<file path="src/rtl/vga_text_ctrl.sv">
// vga_text_ctrl: 640x480@60 raster sequencer for the text-mode glyph renderer.
// S0 raster/cell counters, S1 text-RAM address, S2 cell-pixel coordinates
// aligned with RAM read data, S3 sync/enable aligned with the renderer's
// output register. A two-state arbiter lets a host write the single-port
// text RAM whenever the raster is outside the text area.
// Optional feature macro: CURSOR_CTRL_EN (blinking underline cursor).
//
// Handshake: wr_req is a level request qualified with wr_addr/wr_data; the
// request is taken on a cycle where S0 is outside the text area and wr_ack
// pulses for exactly one cycle (the GRANT cycle). The host must keep
// wr_addr/wr_data stable until it sees wr_ack. An address beyond the text
// RAM is acknowledged without a write so the host never stalls.
`timescale 1ns/1ps
module vga_text_ctrl #(
  parameter int H_VIS  = 640,
  parameter int H_FP   = 16,
  parameter int H_SYNC = 96,
  parameter int H_BP   = 48,
  parameter int V_VIS  = 480,
  parameter int V_FP   = 10,
  parameter int V_SYNC = 2,
  parameter int V_BP   = 33,
  parameter int COLS   = 70,
  parameter int ROWS   = 30
) (
  input  logic        pclk,
  input  logic        rst,
`ifdef CURSOR_CTRL_EN
  input  logic [6:0]  cur_col,
  input  logic [4:0]  cur_row,
  output logic        cursor_px,
`endif
  output logic [11:0] ram_addr,
  output logic        ram_we,
  output logic [7:0]  ram_wdata,
  output logic [4:0]  x_9,
  output logic [4:0]  y_16,
  output logic        hsync,
  output logic        vsync,
  output logic        de,
  input  logic        wr_req,
  input  logic [11:0] wr_addr,
  input  logic [7:0]  wr_data,
  output logic        wr_ack
);

  localparam logic [9:0]  H_MAX   = 10'(H_VIS + H_FP + H_SYNC + H_BP - 1);
  localparam logic [9:0]  V_MAX   = 10'(V_VIS + V_FP + V_SYNC + V_BP - 1);
  localparam logic [9:0]  H_TXT   = 10'(COLS * 9);
  localparam logic [9:0]  V_TXT   = 10'(ROWS * 16);
  localparam logic [9:0]  HS_BEG  = 10'(H_VIS + H_FP);
  localparam logic [9:0]  HS_END  = 10'(H_VIS + H_FP + H_SYNC - 1);
  localparam logic [9:0]  VS_BEG  = 10'(V_VIS + V_FP);
  localparam logic [9:0]  VS_END  = 10'(V_VIS + V_FP + V_SYNC - 1);
  localparam logic [6:0]  COL_MAX = 7'(COLS - 1);
  localparam logic [4:0]  ROW_MAX = 5'(ROWS - 1);
  localparam logic [11:0] COLS_W  = 12'(COLS);
  localparam logic [11:0] CELLS   = 12'(COLS * ROWS);

  localparam logic [0:0] ST_IDLE  = 1'b0;
  localparam logic [0:0] ST_GRANT = 1'b1;

  logic [9:0]  r_h, r_v;
  logic [3:0]  r_xs, r_ys;
  logic [6:0]  r_col;
  logic [4:0]  r_row;
  logic [0:0]  r_state;
  logic [11:0] r_ram_addr;
  logic        r_ram_we, r_wr_ack;
  logic [7:0]  r_ram_wdata;
  logic [3:0]  r_xs_d1, r_ys_d1, r_x9, r_y16;
  logic [2:0]  r_hs_sr, r_vs_sr, r_de_sr;

  logic        w_h_wrap, w_v_wrap, w_text, w_hs, w_vs;
  logic [11:0] w_cell_addr;

  assign w_h_wrap    = (r_h == H_MAX);
  assign w_v_wrap    = w_h_wrap && (r_v == V_MAX);
  assign w_text      = (r_h < H_TXT) && (r_v < V_TXT);
  assign w_hs        = !((r_h >= HS_BEG) && (r_h <= HS_END));
  assign w_vs        = !((r_v >= VS_BEG) && (r_v <= VS_END));
  assign w_cell_addr = 12'(r_row) * COLS_W + 12'(r_col);

  // S0: pixel and line counters of the full raster
  always_ff @(posedge pclk or posedge rst) begin
    if (rst) begin
      r_h <= '0;
      r_v <= '0;
    end else begin
      r_h <= w_h_wrap ? '0 : r_h + 10'd1;
      if (w_h_wrap) r_v <= (r_v == V_MAX) ? '0 : r_v + 10'd1;
    end
  end

  // S0: horizontal cell position, advancing only across the text columns
  always_ff @(posedge pclk or posedge rst) begin
    if (rst) begin
      r_xs  <= '0;
      r_col <= '0;
    end else if (w_h_wrap) begin
      r_xs  <= '0;
      r_col <= '0;
    end else if (r_h < H_TXT) begin
      if (r_xs == 4'd8) begin
        r_xs  <= '0;
        r_col <= (r_col == COL_MAX) ? '0 : r_col + 7'd1;
      end else begin
        r_xs <= r_xs + 4'd1;
      end
    end
  end

  // S0: vertical cell position, advancing on each text line wrap
  always_ff @(posedge pclk or posedge rst) begin
    if (rst) begin
      r_ys  <= '0;
      r_row <= '0;
    end else if (w_v_wrap) begin
      r_ys  <= '0;
      r_row <= '0;
    end else if (w_h_wrap && (r_v < V_TXT)) begin
      r_ys <= r_ys + 4'd1;
      if (r_ys == 4'd15) r_row <= (r_row == ROW_MAX) ? '0 : r_row + 5'd1;
    end
  end

  // S1 + arbiter: display fetch owns the RAM in the text area, host otherwise.
  // Out-of-range host addresses still pass through GRANT but with ram_we low.
  always_ff @(posedge pclk or posedge rst) begin
    if (rst) begin
      r_state     <= ST_IDLE;
      r_ram_addr  <= '0;
      r_ram_we    <= 1'b0;
      r_ram_wdata <= '0;
      r_wr_ack    <= 1'b0;
    end else begin
      r_ram_we <= 1'b0;
      r_wr_ack <= 1'b0;
      if (w_text) begin
        r_state    <= ST_IDLE;
        r_ram_addr <= w_cell_addr;
      end else if ((r_state == ST_IDLE) && wr_req) begin
        r_state     <= ST_GRANT;
        r_ram_addr  <= wr_addr;
        r_ram_we    <= (wr_addr < CELLS);
        r_ram_wdata <= wr_data;
        r_wr_ack    <= 1'b1;
      end else begin
        r_state <= ST_IDLE;
      end
    end
  end

  // S2: cell-pixel coordinates delayed to meet the RAM read data
  always_ff @(posedge pclk or posedge rst) begin
    if (rst) begin
      r_xs_d1 <= '0;
      r_ys_d1 <= '0;
      r_x9    <= '0;
      r_y16   <= '0;
    end else begin
      r_xs_d1 <= r_xs;
      r_ys_d1 <= r_ys;
      r_x9    <= r_xs_d1;
      r_y16   <= r_ys_d1;
    end
  end

  // S3: sync and display enable delayed three cycles
  always_ff @(posedge pclk or posedge rst) begin
    if (rst) begin
      r_hs_sr <= 3'b111;
      r_vs_sr <= 3'b111;
      r_de_sr <= 3'b000;
    end else begin
      r_hs_sr <= {r_hs_sr[1:0], w_hs};
      r_vs_sr <= {r_vs_sr[1:0], w_vs};
      r_de_sr <= {r_de_sr[1:0], w_text};
    end
  end

`ifdef CURSOR_CTRL_EN
  logic [5:0] r_frame;
  logic [2:0] r_cur_sr;
  logic       w_cur;

  assign w_cur = r_frame[5] && w_text && (r_col == cur_col) &&
                 (r_row == cur_row) && (r_ys >= 4'd14);

  // Frame counter steps on the line wrap that starts vsync; S3-aligned underline
  always_ff @(posedge pclk or posedge rst) begin
    if (rst) begin
      r_frame  <= '0;
      r_cur_sr <= '0;
    end else begin
      if (w_h_wrap && (r_v == VS_BEG - 10'd1)) r_frame <= r_frame + 6'd1;
      r_cur_sr <= {r_cur_sr[1:0], w_cur};
    end
  end

  assign cursor_px = r_cur_sr[2];
`endif

  assign ram_addr  = r_ram_addr;
  assign ram_we    = r_ram_we;
  assign ram_wdata = r_ram_wdata;
  assign wr_ack    = r_wr_ack;
  assign x_9       = {1'b0, r_x9};
  assign y_16      = {1'b0, r_y16};
  assign hsync     = r_hs_sr[2];
  assign vsync     = r_vs_sr[2];
  assign de        = r_de_sr[2];

endmodule

</file>
<file path="config.mk">
export PLATFORM = sky130hd
export DESIGN_NAME = vga_text_ctrl
export DESIGN_NICKNAME = d
export VERILOG_FILES = /design/src/rtl/vga_text_ctrl.sv
export SDC_FILE = /design/constraint.sdc
export NUM_CORES = 1
export LEC_CHECK = 0
export CORE_ASPECT_RATIO = 0.8
export CORE_MARGIN = 2
export CORE_UTILIZATION = 50
export DETAILED_ROUTE_END_ITERATION = 8
export DONT_BUFFER_PORTS = 1
export GPL_TIMING_DRIVEN = 0
export PLACE_DENSITY = 0.64
export SETUP_SLACK_MARGIN = 0.02
export SLEW_MARGIN = 10
export SYNTH_ARGS = -nofsm -noshare
export SYNTH_HDL_FRONTEND = slang
export SYNTH_SLANG_ARGS = --single-unit
</file>
<file path="constraint.sdc">
create_clock -name pclk -period 3.6 [get_ports pclk]
set_input_delay 0.72 -clock pclk [delete_from_list [all_inputs] [get_ports pclk]]
set_output_delay 0.72 -clock pclk [all_outputs]
set_load 0.01 [all_outputs]
</file>
After elaboration in Yosys (flattened, before gate mapping)
Index checks and enable logic that the tools add are counted.

word-level totals
  latch bits = 0
  input port bits = 23
  output and inout port bits = 35
  ROM bits = 0
  bits in registers = 87
  word-level logic and storage cells = 77
  memories kept = 0
  RAM bits = 0

cells by class
  bitwise gates (word level) = 2
  div/mod/pow operators = 0
  $add $sub $neg = 7
  mux-type cells = 21
  reductions and logical operators = 16
  multiply operators = 1
  order comparisons = 7
  shift-type cells = 0
  eq/ne operators = 6

operators by type and width
  cell                                                                           number
  7-bit two-way mux                                                              4
  12-bit two-way mux                                                             2
  10-bit by 1-bit adder with 10-bit output, second input constant                2
  10-bit == test, second input constant                                          2
  10-bit two-way mux                                                             2
  4-bit two-way mux                                                              5
  5-bit two-way mux                                                              4
  12-bit by 7-bit adder with 12-bit output                                       1
  12-bit less-than comparator, second input constant                             1
  5-bit by 6-bit multiplier with 11-bit output, second input constant            1
  10-bit >= comparator, second input constant                                    1
  10-bit by 9-bit >= comparator with 1-bit output, second input constant         1
  10-bit <= comparator, second input constant                                    1
  10-bit by 9-bit <= comparator with 1-bit output, second input constant         1
  10-bit less-than comparator, second input constant                             1
  10-bit by 9-bit less-than comparator with 1-bit output, second input constant  1
  2-bit nonzero test                                                             5
  4-bit by 1-bit adder with 4-bit output, second input constant                  2
  4-bit == test, second input constant                                           2
  7-bit by 1-bit adder with 7-bit output, second input constant                  1
  7-bit == test, second input constant                                           1
  1-bit logical AND                                                              6
  2-bit AND reduction                                                            3
  5-bit by 1-bit adder with 5-bit output, second input constant                  1
  other kinds (4)                                                                9

Logic depth before layout (Yosys ltp)
  word-level depth = 5
  mapped depth = 15
  depth with buffers taken out = 14

Worst setup path after synthesis
OpenSTA, ideal clock, no wires.

  kind = flip-flop to flip-flop
  start = register r_row[3]
  end = register r_ram_addr[10] (netlist: ram_addr[10])
  slack = 0.590 ns
  stages on the path, launching flop included = 14
  setup time = 0.120 ns
  period minus slack after synthesis = 3.010 ns
  path buffers = 0
  data required time = 3.480 ns
  arrival time = 2.890 ns
  path through = dfrtp_1 inv_1 ha_1 inv_1 ha_1 ha_1 a31oi_1 xor2_1 ha_1 nor3_1 o21ai_0 o211ai_1 or3_1 a31o_2

between the ends
  longest elaborated chain between the ends = 3

ends and longest elaborated chain
  what                                          RTL line  RTL
  start: declaration                            66        logic [4:0] r_row;
  start signal: assignment                      123       if (r_ys == 4'd15) r_row <= (r_row == ROW_MAX) ? '0 : r_row + 5'd1;
  5-bit by 6-bit multiplier with 11-bit output  82        assign w_cell_addr = 12'(r_row) * COLS_W + 12'(r_col);
  12-bit by 7-bit adder with 12-bit output      82
  12-bit two-way mux                            139       if (w_text) begin
  end signal: assignment                        141       r_ram_addr <= w_cell_addr;
  end signal: assignment                        144       r_ram_addr <= wr_addr;
  end: declaration                              68        logic [11:0] r_ram_addr;

No other way between the ends.
A chain may end at the register's enable or synchronous reset.

Final worst setup path
Same ends and word-level chain as after synthesis.

==> flow_metrics.tcl <==
set metrics [dict create \
    rsz0062_at_grt "false" \
    die_w_um 110.0 \
    seqPwrFrac_pct 59.6 \
    io_buffers 0 \
    io_pins 58 \
    synth_edf_count 0 \
    clock_sinks 87 \
    diodes 0 \
    placed_cell_area_um2 4666 \
    fin_nets 496 \
    clk_pin_slew_ns 0.09 \
    p_int_mw 1.272 \
    slew_viol_final 0 \
    routedWlPerCell_um 14.81 \
    via_per_inst 5.593 \
    synth_largest_area_cell "dfrtp_1" \
    core_area_um2 8596 \
    die_h_um 88.78 \
    worstMarginPinSlew_ns 0.6645 \
    critPathKind "reg -> reg" \
    p_sw_share_pct 23.18 \
    drtPass1Iterations 5 \
    postSynthCellCount 428 \
    dp.final_hpwl_mm 6.044 \
    numCtsBuffers 9 \
    grt_pass1_vias 2864 \
    p_clk_share_pct 37.9 \
    fin_crit_sh_pct 91.50 \
    crit_path_start "r_row[3]" \
    synth_area_per_cell_um2 10.49 \
    setup_viol 0 \
    final_common_cell "dfrtp_1" \
    crit_arrival_ns 3.55 \
    cts.root.buffer_cell "clkbuf_8" \
    mappedNetlistArea_um2 4492 \
    p_comb_share_pct 2.5 \
    num_vias 3121 \
    ant_nets 0 \
    outcome "finished, final reports clean" \
    required_ns 3.86 \
    power.switching_mw 0.3839 \
    synthArstFlopShare_pct 100.0 \
    vdd_drop_max_uv 211.6 \
    layout-drive-gt1-share_pct 11.43 \
    crit_fanout 6 \
    max_freq_mhz 303.6 \
    worstSkewPairLatency_ns 0.36 \
    grt.overflow.total 0 \
    antenna_found_initial 0 \
    synth_top_area_share_pct 45.13 \
    cts_htree_levels 3 \
    grt_max_degree 68 \
    ys_types 59 \
    layout_common_cells "81 x dfrtp_1, 39 x o21ai_0, 36 x nor2_1" \
    skew_ns 0.01029 \
    leakage_nw 2.255 \
    row_count 30 \
    holdBufCountCts 0 \
    synth_top_cells_by_area "dfrtp_1 45%, ha_1 8.4%, o21ai_0 4.3%" \
    hold_path_class "in -> async" \
    maxCapViolations 0 \
    synth_warnings 0 \
    synth_flop_cell "dfrtp_1" \
    fin_util_pct 56.48 \
    min_period_ns 3.294 \
    grt_pass1_wl_mm 13.90 \
    power_density_nw_per_um2 341.1 \
    ys_seq_elements 87 \
    end_kind "register" \
    drtIter0Drc 148 \
    clockBufferDepth 2 \
    stdcell_area_um2 4855 \
    areaGrowthSynthToFinish_pct 8.078 \
    cp-start-kind "register" \
    drc_errors 0 \
    track_usage_pct 18.66 \
    initial_core_util_pct 52.26 \
    routabilityCongestion 0.8207 \
    seq_area_frac_synth_pct 48.64 \
    relSlewSlack_pct 55.70 \
    dieArea_um2 9763 \
    cts_tree "done" \
    final_hold_viol_count 0 \
    r2r-start "r_row[3]" \
    drt_wl_total_mm 8.263 \
]
-- registers in the layout, indices dropped and copies added (netlist names), 4 cells and up --
| register | cells |
|---|---|
| r_h | 10 |
| r_col | 7 |
| r_y16 | 4 |
| r_row | 5 |
| r_ys_d1 | 4 |
| r_xs_d1 | 4 |
| ram_wdata | 8 |
| ram_addr | 12 |
| r_v | 10 |
| r_x9 | 4 |
| r_xs | 4 |
| r_ys | 4 |
-- repair_timing --
action | in CTS | in global routing
buffers inserted | 0 | 0
gates resized for setup | 0 | 1
hold endpoints to repair | 0 | 0
setup endpoints to repair | 0 | 1
-- power groups by stage --
stage | Clock [mW] | Sequential, mW | Combinational, mW
final | 0.628 | 0.986 | 0.0416
after global routing | 0.697 | 0.987 | 0.0481
after CTS | 0.658 | 0.986 | 0.0436
after detailed placement | 0 | 1.01 | 0.0436
after global placement | 0 | 1.01 | 0.0386
after floorplan | 0 | 1.00 | 0.0321
-- path summary, 6_finish.rpt --
path | endpoint | slack, ns | cells past startpoint
max in group asynchronous | r_vs_sr[2] | 2.80 | 2
setup reg to reg | ram_addr[10] | 0.31 | 13
hold / removal | r_xs_d1[0] | 0.17 | 1
hold reg to reg | r_x9[2] | 0.35 | 0
min in group pclk | r_x9[2] | 0.35 | 0
setup / recovery | ram_addr[10] | 0.31 | 13
-- layer usage --
layer	global-route usage, %	up-vias	wire length (um)
li1	-	1544	-
met1	26.74	1496	4143
met2	26.60	72	3548
met3	5.596	9	477
met4	7.020	0	94
met5	0	-	0
-- critical path: stages (launching register included) --
cell	delay, ns
dfrtp_1	0.45
inv_1	0.17
ha_1	0.31
inv_1	0.04
ha_1	0.27
ha_1	0.36
a31oi_2	0.28
xor2_1	0.18
ha_1	0.21
nor3_1	0.06
o21ai_0	0.09
o211ai_1	0.16
or3_1	0.38
a31o_2	0.24
-- cell usage after synthesis, types with 7 or more instances --
master,n
mux2_2,13
and3_1,7
nor2b_1,7
xor2_1,8
nor2_1,36
o21ai_0,39
dfrtp_1,81
inv_1,22
nand3_1,11
ha_1,30
a21oi_1,19
mux2i_1,8
nand2_1,31
nor3_1,9
o31ai_1,9
xnor2_1,14
-- final cells by class --
class	count	area (um^2)
fill	773	3741
sequential	87	2185
multi-input combinational	309	2176
clock buffer	11	141.4
tap	112	140.1
inverter	22	85.08
buffer	11	58.81
clock inverter	5	41.29
timing repair buffer	1	27.53
-- kinds of logic (layout without fill, tap and decap cells) --
| kind of cell | count (synthesis) | after routing | synth area share, % |
|---|---|---|---|
| flops | 87 | 87 | 48.63 |
| mux | 21 | 21 | 5.042 |
| simple gates | 136 | 136 | 16.30 |
| other cells | 1 | 2 | 0.08349 |
| xor+xnor | 22 | 22 | 4.290 |
| buf+inv | 33 | 50 | 3.148 |
| fa+ha+maj | 32 | 32 | 9.248 |
| compound gates | 96 | 96 | 13.26 |
-- stage by stage --
step | instances | setup TNS [ns] | setup WS, ns | total power, mW | hold slack [ns]
finish | 558 | 0 | 0.3060 | 1.656 | 0.1686
floorplan | 429 | 0 | 0.5903 | 1.037 | 0.3312
detailed placement | 542 | 0 | 0.2435 | 1.049 | 0.3347
global placement | 541 | -13.28 | -0.1695 | 1.044 | 0.3313
CTS | 558 | 0 | 0.2283 | 1.688 | 0.1579
global route | 558 | 0 | 0.07274 | 1.732 | 0.1619
(Power assumes the default switching activity.)
